## src/rtl/mem_arbiter_if.sv

```systemverilog
// Bus bundle for mem_arbiter: decoder data port, fetch port and the shared external memory bus.
// The arbiter uses the slave modport; the surrounding system uses master.
interface mem_arbiter_if;
  logic        ram_read;
  logic        ram_write;
  logic [15:0] d_addr;
  logic [15:0] d_wdata;
  logic [15:0] d_rdata;
  logic        mem_busy;
  logic        mem_ready;

  logic        if_req;
  logic [15:0] if_addr;
  logic [15:0] if_rdata;
  logic        if_ready;

  logic        ext_req;
  logic        ext_we;
  logic [15:0] ext_addr;
  logic [15:0] ext_wdata;
  logic [15:0] ext_rdata;
  logic        ext_ack;
  logic        bus_err;

  modport slave (
    input  ram_read, ram_write, d_addr, d_wdata, if_req, if_addr, ext_rdata, ext_ack,
    output d_rdata, mem_busy, mem_ready, if_rdata, if_ready,
           ext_req, ext_we, ext_addr, ext_wdata, bus_err
  );

  modport master (
    output ram_read, ram_write, d_addr, d_wdata, if_req, if_addr, ext_rdata, ext_ack,
    input  d_rdata, mem_busy, mem_ready, if_rdata, if_ready,
           ext_req, ext_we, ext_addr, ext_wdata, bus_err
  );
endinterface

```

## src/rtl/mem_arbiter.sv

```systemverilog
// Arbitrates decoder data accesses and instruction fetches onto one external memory bus.
// Optional access timeout with bus_err reporting is enabled by defining MEM_TIMEOUT_EN.
module mem_arbiter (
  input  logic          clk,
  input  logic          rst_n,
  mem_arbiter_if.slave  bus
);
  typedef enum logic [2:0] {IDLE, D_ACC, F_ACC, D_DONE, F_DONE} state_t;

  state_t      r_state;
  logic        r_pend_valid;
  logic        r_pend_we;
  logic [15:0] r_pend_addr;
  logic [15:0] r_pend_wdata;
  logic        r_last_data;
  logic        r_ext_req;
  logic        r_ext_we;
  logic [15:0] r_ext_addr;
  logic [15:0] r_ext_wdata;
  logic [15:0] r_d_rdata;
  logic [15:0] r_if_rdata;
  logic        r_mem_busy;
  logic        r_mem_ready;
  logic        r_if_ready;

  logic        w_capture;
  logic        w_grant_data;
  logic        w_timeout;

`ifdef MEM_TIMEOUT_EN
  logic [7:0]  r_tmo;
  logic        r_bus_err;
  assign w_timeout   = (r_tmo == 8'hFF) && !bus.ext_ack;
  assign bus.bus_err = r_bus_err;
`else
  assign w_timeout   = 1'b0;
  assign bus.bus_err = 1'b0;
`endif

  assign w_capture    = (bus.ram_read | bus.ram_write) & ~r_pend_valid;
  // Data wins unless it also won last time and a fetch is waiting.
  assign w_grant_data = r_pend_valid & ~(r_last_data & bus.if_req);

  always_ff @(posedge clk or negedge rst_n) begin
    if (!rst_n) begin
      r_state      <= IDLE;
      r_pend_valid <= 1'b0;
      r_pend_we    <= 1'b0;
      r_pend_addr  <= '0;
      r_pend_wdata <= '0;
      r_last_data  <= 1'b0;
      r_ext_req    <= 1'b0;
      r_ext_we     <= 1'b0;
      r_ext_addr   <= '0;
      r_ext_wdata  <= '0;
      r_d_rdata    <= '0;
      r_if_rdata   <= '0;
      r_mem_busy   <= 1'b0;
      r_mem_ready  <= 1'b0;
      r_if_ready   <= 1'b0;
    end else begin
      // The slot stays occupied until its access completes, so a held request is not re-issued.
      if (w_capture) begin
        r_pend_valid <= 1'b1;
        r_pend_we    <= bus.ram_write;
        r_pend_addr  <= bus.d_addr;
        r_pend_wdata <= bus.d_wdata;
        r_mem_busy   <= 1'b1;
      end

      case (r_state)
        IDLE: begin
          if (w_grant_data) begin
            r_state     <= D_ACC;
            r_last_data <= 1'b1;
            r_ext_req   <= 1'b1;
            r_ext_we    <= r_pend_we;
            r_ext_addr  <= r_pend_addr;
            r_ext_wdata <= r_pend_we ? r_pend_wdata : '0;
          end else if (bus.if_req) begin
            r_state     <= F_ACC;
            r_last_data <= 1'b0;
            r_ext_req   <= 1'b1;
            r_ext_we    <= 1'b0;
            r_ext_addr  <= bus.if_addr;
            r_ext_wdata <= '0;
          end
        end
        D_ACC: begin
          if (bus.ext_ack || w_timeout) begin
            r_ext_req    <= 1'b0;
            r_ext_we     <= 1'b0;
            r_pend_valid <= 1'b0;
            r_mem_busy   <= 1'b0;
            if (r_ext_we) begin
              r_state <= IDLE;
            end else begin
              r_state     <= D_DONE;
              r_mem_ready <= 1'b1;
              r_d_rdata   <= bus.ext_ack ? bus.ext_rdata : '1;
            end
          end
        end
        F_ACC: begin
          if (bus.ext_ack || w_timeout) begin
            r_ext_req  <= 1'b0;
            r_state    <= F_DONE;
            r_if_ready <= 1'b1;
            r_if_rdata <= bus.ext_ack ? bus.ext_rdata : '1;
          end
        end
        D_DONE: begin
          r_mem_ready <= 1'b0;
          r_state     <= IDLE;
        end
        F_DONE: begin
          r_if_ready <= 1'b0;
          r_state    <= IDLE;
        end
        default: r_state <= IDLE;
      endcase
    end
  end

`ifdef MEM_TIMEOUT_EN
  // Counter rests at zero outside an access, so it starts from zero on every grant.
  always_ff @(posedge clk or negedge rst_n) begin
    if (!rst_n) begin
      r_tmo     <= '0;
      r_bus_err <= 1'b0;
    end else begin
      r_bus_err <= 1'b0;
      if ((r_state == D_ACC || r_state == F_ACC) && !bus.ext_ack) begin
        if (r_tmo == 8'hFF) begin
          r_bus_err <= 1'b1;
          r_tmo     <= '0;
        end else begin
          r_tmo <= r_tmo + 8'd1;
        end
      end else begin
        r_tmo <= '0;
      end
    end
  end
`endif

  assign bus.ext_req   = r_ext_req;
  assign bus.ext_we    = r_ext_we;
  assign bus.ext_addr  = r_ext_addr;
  assign bus.ext_wdata = r_ext_wdata;
  assign bus.d_rdata   = r_d_rdata;
  assign bus.if_rdata  = r_if_rdata;
  assign bus.mem_busy  = r_mem_busy;
  assign bus.mem_ready = r_mem_ready;
  assign bus.if_ready  = r_if_ready;
endmodule

```

## src/flat_wrapper.sv

```systemverilog
// flat-port wrapper written by rule: the top's interface ports become plain ports
module mem_arbiter_flat 
  (clk, rst_n, bus_ram_read, bus_ram_write, bus_d_addr, bus_d_wdata, bus_if_req, bus_if_addr, bus_ext_rdata, bus_ext_ack, bus_d_rdata, bus_mem_busy, bus_mem_ready, bus_if_rdata, bus_if_ready, bus_ext_req, bus_ext_we, bus_ext_addr, bus_ext_wdata, bus_bus_err);
  mem_arbiter_if bus_i ();
  input  logic clk;
  input  logic rst_n;
  input wire logic [$bits(bus_i.ram_read)-1:0] bus_ram_read;
  input wire logic [$bits(bus_i.ram_write)-1:0] bus_ram_write;
  input wire logic [$bits(bus_i.d_addr)-1:0] bus_d_addr;
  input wire logic [$bits(bus_i.d_wdata)-1:0] bus_d_wdata;
  input wire logic [$bits(bus_i.if_req)-1:0] bus_if_req;
  input wire logic [$bits(bus_i.if_addr)-1:0] bus_if_addr;
  input wire logic [$bits(bus_i.ext_rdata)-1:0] bus_ext_rdata;
  input wire logic [$bits(bus_i.ext_ack)-1:0] bus_ext_ack;
  output wire logic [$bits(bus_i.d_rdata)-1:0] bus_d_rdata;
  output wire logic [$bits(bus_i.mem_busy)-1:0] bus_mem_busy;
  output wire logic [$bits(bus_i.mem_ready)-1:0] bus_mem_ready;
  output wire logic [$bits(bus_i.if_rdata)-1:0] bus_if_rdata;
  output wire logic [$bits(bus_i.if_ready)-1:0] bus_if_ready;
  output wire logic [$bits(bus_i.ext_req)-1:0] bus_ext_req;
  output wire logic [$bits(bus_i.ext_we)-1:0] bus_ext_we;
  output wire logic [$bits(bus_i.ext_addr)-1:0] bus_ext_addr;
  output wire logic [$bits(bus_i.ext_wdata)-1:0] bus_ext_wdata;
  output wire logic [$bits(bus_i.bus_err)-1:0] bus_bus_err;
  assign bus_i.ram_read = bus_ram_read;
  assign bus_i.ram_write = bus_ram_write;
  assign bus_i.d_addr = bus_d_addr;
  assign bus_i.d_wdata = bus_d_wdata;
  assign bus_i.if_req = bus_if_req;
  assign bus_i.if_addr = bus_if_addr;
  assign bus_i.ext_rdata = bus_ext_rdata;
  assign bus_i.ext_ack = bus_ext_ack;
  assign bus_d_rdata = bus_i.d_rdata;
  assign bus_mem_busy = bus_i.mem_busy;
  assign bus_mem_ready = bus_i.mem_ready;
  assign bus_if_rdata = bus_i.if_rdata;
  assign bus_if_ready = bus_i.if_ready;
  assign bus_ext_req = bus_i.ext_req;
  assign bus_ext_we = bus_i.ext_we;
  assign bus_ext_addr = bus_i.ext_addr;
  assign bus_ext_wdata = bus_i.ext_wdata;
  assign bus_bus_err = bus_i.bus_err;
  mem_arbiter u_core (.clk(clk), .rst_n(rst_n), .bus(bus_i));
endmodule
```

## config.mk

```make
export PLATFORM = sky130hd
export DESIGN_NAME = mem_arbiter_flat
export DESIGN_NICKNAME = d
export VERILOG_FILES = /design/src/rtl/mem_arbiter_if.sv /design/src/rtl/mem_arbiter.sv /design/src/flat_wrapper.sv
export SDC_FILE = /design/constraint.sdc
export NUM_CORES = 1
export LEC_CHECK = 0
export CAP_MARGIN = 20
export CORE_MARGIN = 8
export CORE_UTILIZATION = 42
export DETAILED_ROUTE_END_ITERATION = 7
export PLACE_DENSITY = 0.77
export SKIP_CTS_REPAIR_TIMING = 1
export SLEW_MARGIN = 40
export SYNTH_ARGS = -nofsm -noshare
export SYNTH_HDL_FRONTEND = slang
export SYNTH_SLANG_ARGS = --single-unit
```

## constraint.sdc

```tcl
create_clock -name clk -period 1.54 [get_ports clk]
set_input_delay 0.231 -clock clk [delete_from_list [all_inputs] [get_ports clk]]
set_output_delay 0.231 -clock clk [all_outputs]
set_load 0.03 [all_outputs]
```

==> out/metrics.yaml <==
multi_input_area_mm2: 0.00165
power.leakage_nw: 3.60
startpoint: "u_core.r_pend_valid"
clk_pin_slew_worst_paths_ps: 110
die_h_um: 118
cap_violations: 0
place_congestion: 0.731
ys_seq_area_frac: 0.612
drive_gt1_frac: 0.357
synth_flop_cell: "dfrtp_1"
dr_total_vias: 2816
ios: 140
synth.largest_area_cell: "dfrtp_1"
critical_path_required_ps: 1790
path_class: "register to register"
r2r-start: "u_core.r_pend_valid"
viasPerCell: 4.84
clock_sinks: 107
instances_no_fill: 582
synth_area_leaders: "dfrtp_1, mux2_2, mux2_4, a22o_1, buf_2"
final_hold_viol_count: 0
synthToLayoutAreaGrowth_pct: 51.8
drc: 0
cp-endpoint: "u_core.bus.ext_addr[4]"
n_fill_cell: 745
holdWs_ps: 292
syn-num-nets: 345
slowest_stage: "dfrtp_1"
setup_slack_ps: 21.7
r2r_cells: 4
period_needed_ps: 1520
utilization: 0.650
port_buffers: 138
cp-end-kind: "register"
synth-edff-count: 0
dp_hpwl_um: 7640
numCtsBuffers: 9
synthTopCellsByCount: "dfrtp_1, mux2_2, mux2_4, a22o_1, buf_2"
start_util: 0.428
clock.fmax_mhz: 659
crit_family: "multiplexers"
grt_overflow: 0
r2r-end: "u_core.bus.ext_addr[4]"
avgSynthCellArea_um2: 15.9
final_nets: 511
synthCells: 275
path_depth: 4
cp-start-kind: "register"
cts_tree: "built"
critPathMaxStageDelay_ps: 410
ys_async_sr_fraction: 1.00
synth_cell_types: 35
h-tree-depth: 3
pre_cts_ws_ps: -269
coreArea_mm2: 0.0102
fp-row-count: 37
ys_warn_count: 0
r2r_slack_ps: 20
n_antenna_cell: 0
regArea_mm2: 0.00268
rsz0062_at_grt: "yes"
critical_path.max_fanout: 8
arrival_ps: 1760
die_x_um: 118
skew_ps: 16.7
post_drt_wl_per_cell_um: 18.2
dieArea_mm2: 0.0139
grt.total_usage: 0.147
dr.pass1.iters: 4
yosysTopAreaCellShare: 0.612
power_density_mw_per_mm2: 2140
crit_buf_inv: 1
clockBufferDepth: 2
outcome: "completed"
setup_viol: 0
ys_seq_elements: 107
report.final.slew_viol_count: 0
drt_wl_total_um: 10600
drtIter0Drc: 105
antenna_found_initial: 0
path_cells: "a21bo_4 > clkbuf_16 > mux2_4 > mux2_2"
final_antenna_net_count: 0
dpl.cell_count: 559
grt_max_degree: 37
peakVddDrop_v: 0.00118
clock_latency_ps: 370
min_period_over_period: 0.986
grt_pass1_wl_um: 16700
hold_path_class: "primary input to asynchronous set/reset pin"
syn-cell-area_mm2: 0.00438
cts_root_buf: "clkbuf_8"
synth.most_common_cell: "dfrtp_1"
grt_pass1_vias: 3176
-- power by group --
part | internal, mW | switching [mW] | leakage [nW]
sequential | 4.15 | 0.725 | 1.29
combinational | 4.04 | 3.54 | 2.21
clock | 0.771 | 0.978 | 0.0975
-- cell families after synthesis --
logic type / after synthesis / share of synthesized area
DFF: 107 / 0.612
xor gates and xnor gates: 1 / 0.00200
muxes: 98 / 0.268
other: 1 / 0.000857
buffers and inverters: 19 / 0.0300
AOI/OAI and AO/OA: 33 / 0.0586
and+or+nand+nor: 16 / 0.0289
-- metal layers --
metal  part of all wire  track usage  wire length (µm)
met1               0.45        0.186              4810
met2               0.45        0.223              4810
met3              0.083       0.0624               880
met4             0.0079       0.0456                84
met5                  0            0                 0
-- cell usage in the layout (no fill, tap or decap), types with 2 or more instances in the layout --
cell type and instances:
inv_1 3, dlymetal6s2s_1 69, dfrtp_1 104, a21oi_1 4, a22o_1 17, mux2_4 33
buf_4 22, mux2_2 64, nor3_1 3, buf_6 2, inv_6 2, clkbuf_8 9
nand2_1 2, clkbuf_16 2, clkinv_4 2, o21ai_0 5, dfrtp_2 3, buf_12 7
clkdlybuf4s50_1 68
-- sequential cells by signal, summed over array words and instances (netlist names), 3 cells and up --
signal,count
u_core.bus.d_rdata,16
u_core.r_pend_addr,16
u_core.r_state,3
u_core.r_pend_wdata,16
u_core.bus.ext_addr,16
u_core.bus.ext_wdata,16
u_core.bus.if_rdata,16
-- metrics by stage --
stage	setup TNS, ps	cell area, µm²	total power, mW
2_1_floorplan	-553	4390	9.47
4_1_cts	-9810	6300	14.2
5_1_grt	-19.9	6650	15.0
3_3_place_gp	-9280	6100	12.2
3_5_place_dp	-11760	6100	12.4
6_report	0	6650	14.2
-- worst min-delay path by stage --
stage / from / end / slack (ps) / cells past startpoint
after CTS: rst_n / u_core.bus.ext_addr[7] / -260 / 1
after detailed placement: rst_n / u_core.bus.ext_addr[3] / 140 / 1
final: rst_n / u_core.bus.ext_addr[7] / 290 / 2
after floorplan: rst_n / u_core.bus.d_rdata[0] / -60 / 0
after global placement: rst_n / u_core.bus.ext_addr[3] / 140 / 1
after global routing: rst_n / u_core.bus.ext_addr[2] / 290 / 2
-- cell type report --
type	count	share of cell area
clock buffers	10	0.0192
multi-input cells	149	0.248
clock inverters	6	0.0109
well taps	136	0.0256
inverters	3	0.00169
repair buffers	171	0.291
flip-flops and latches	107	0.403
Note: power is estimated with default switching activity, not from simulation.
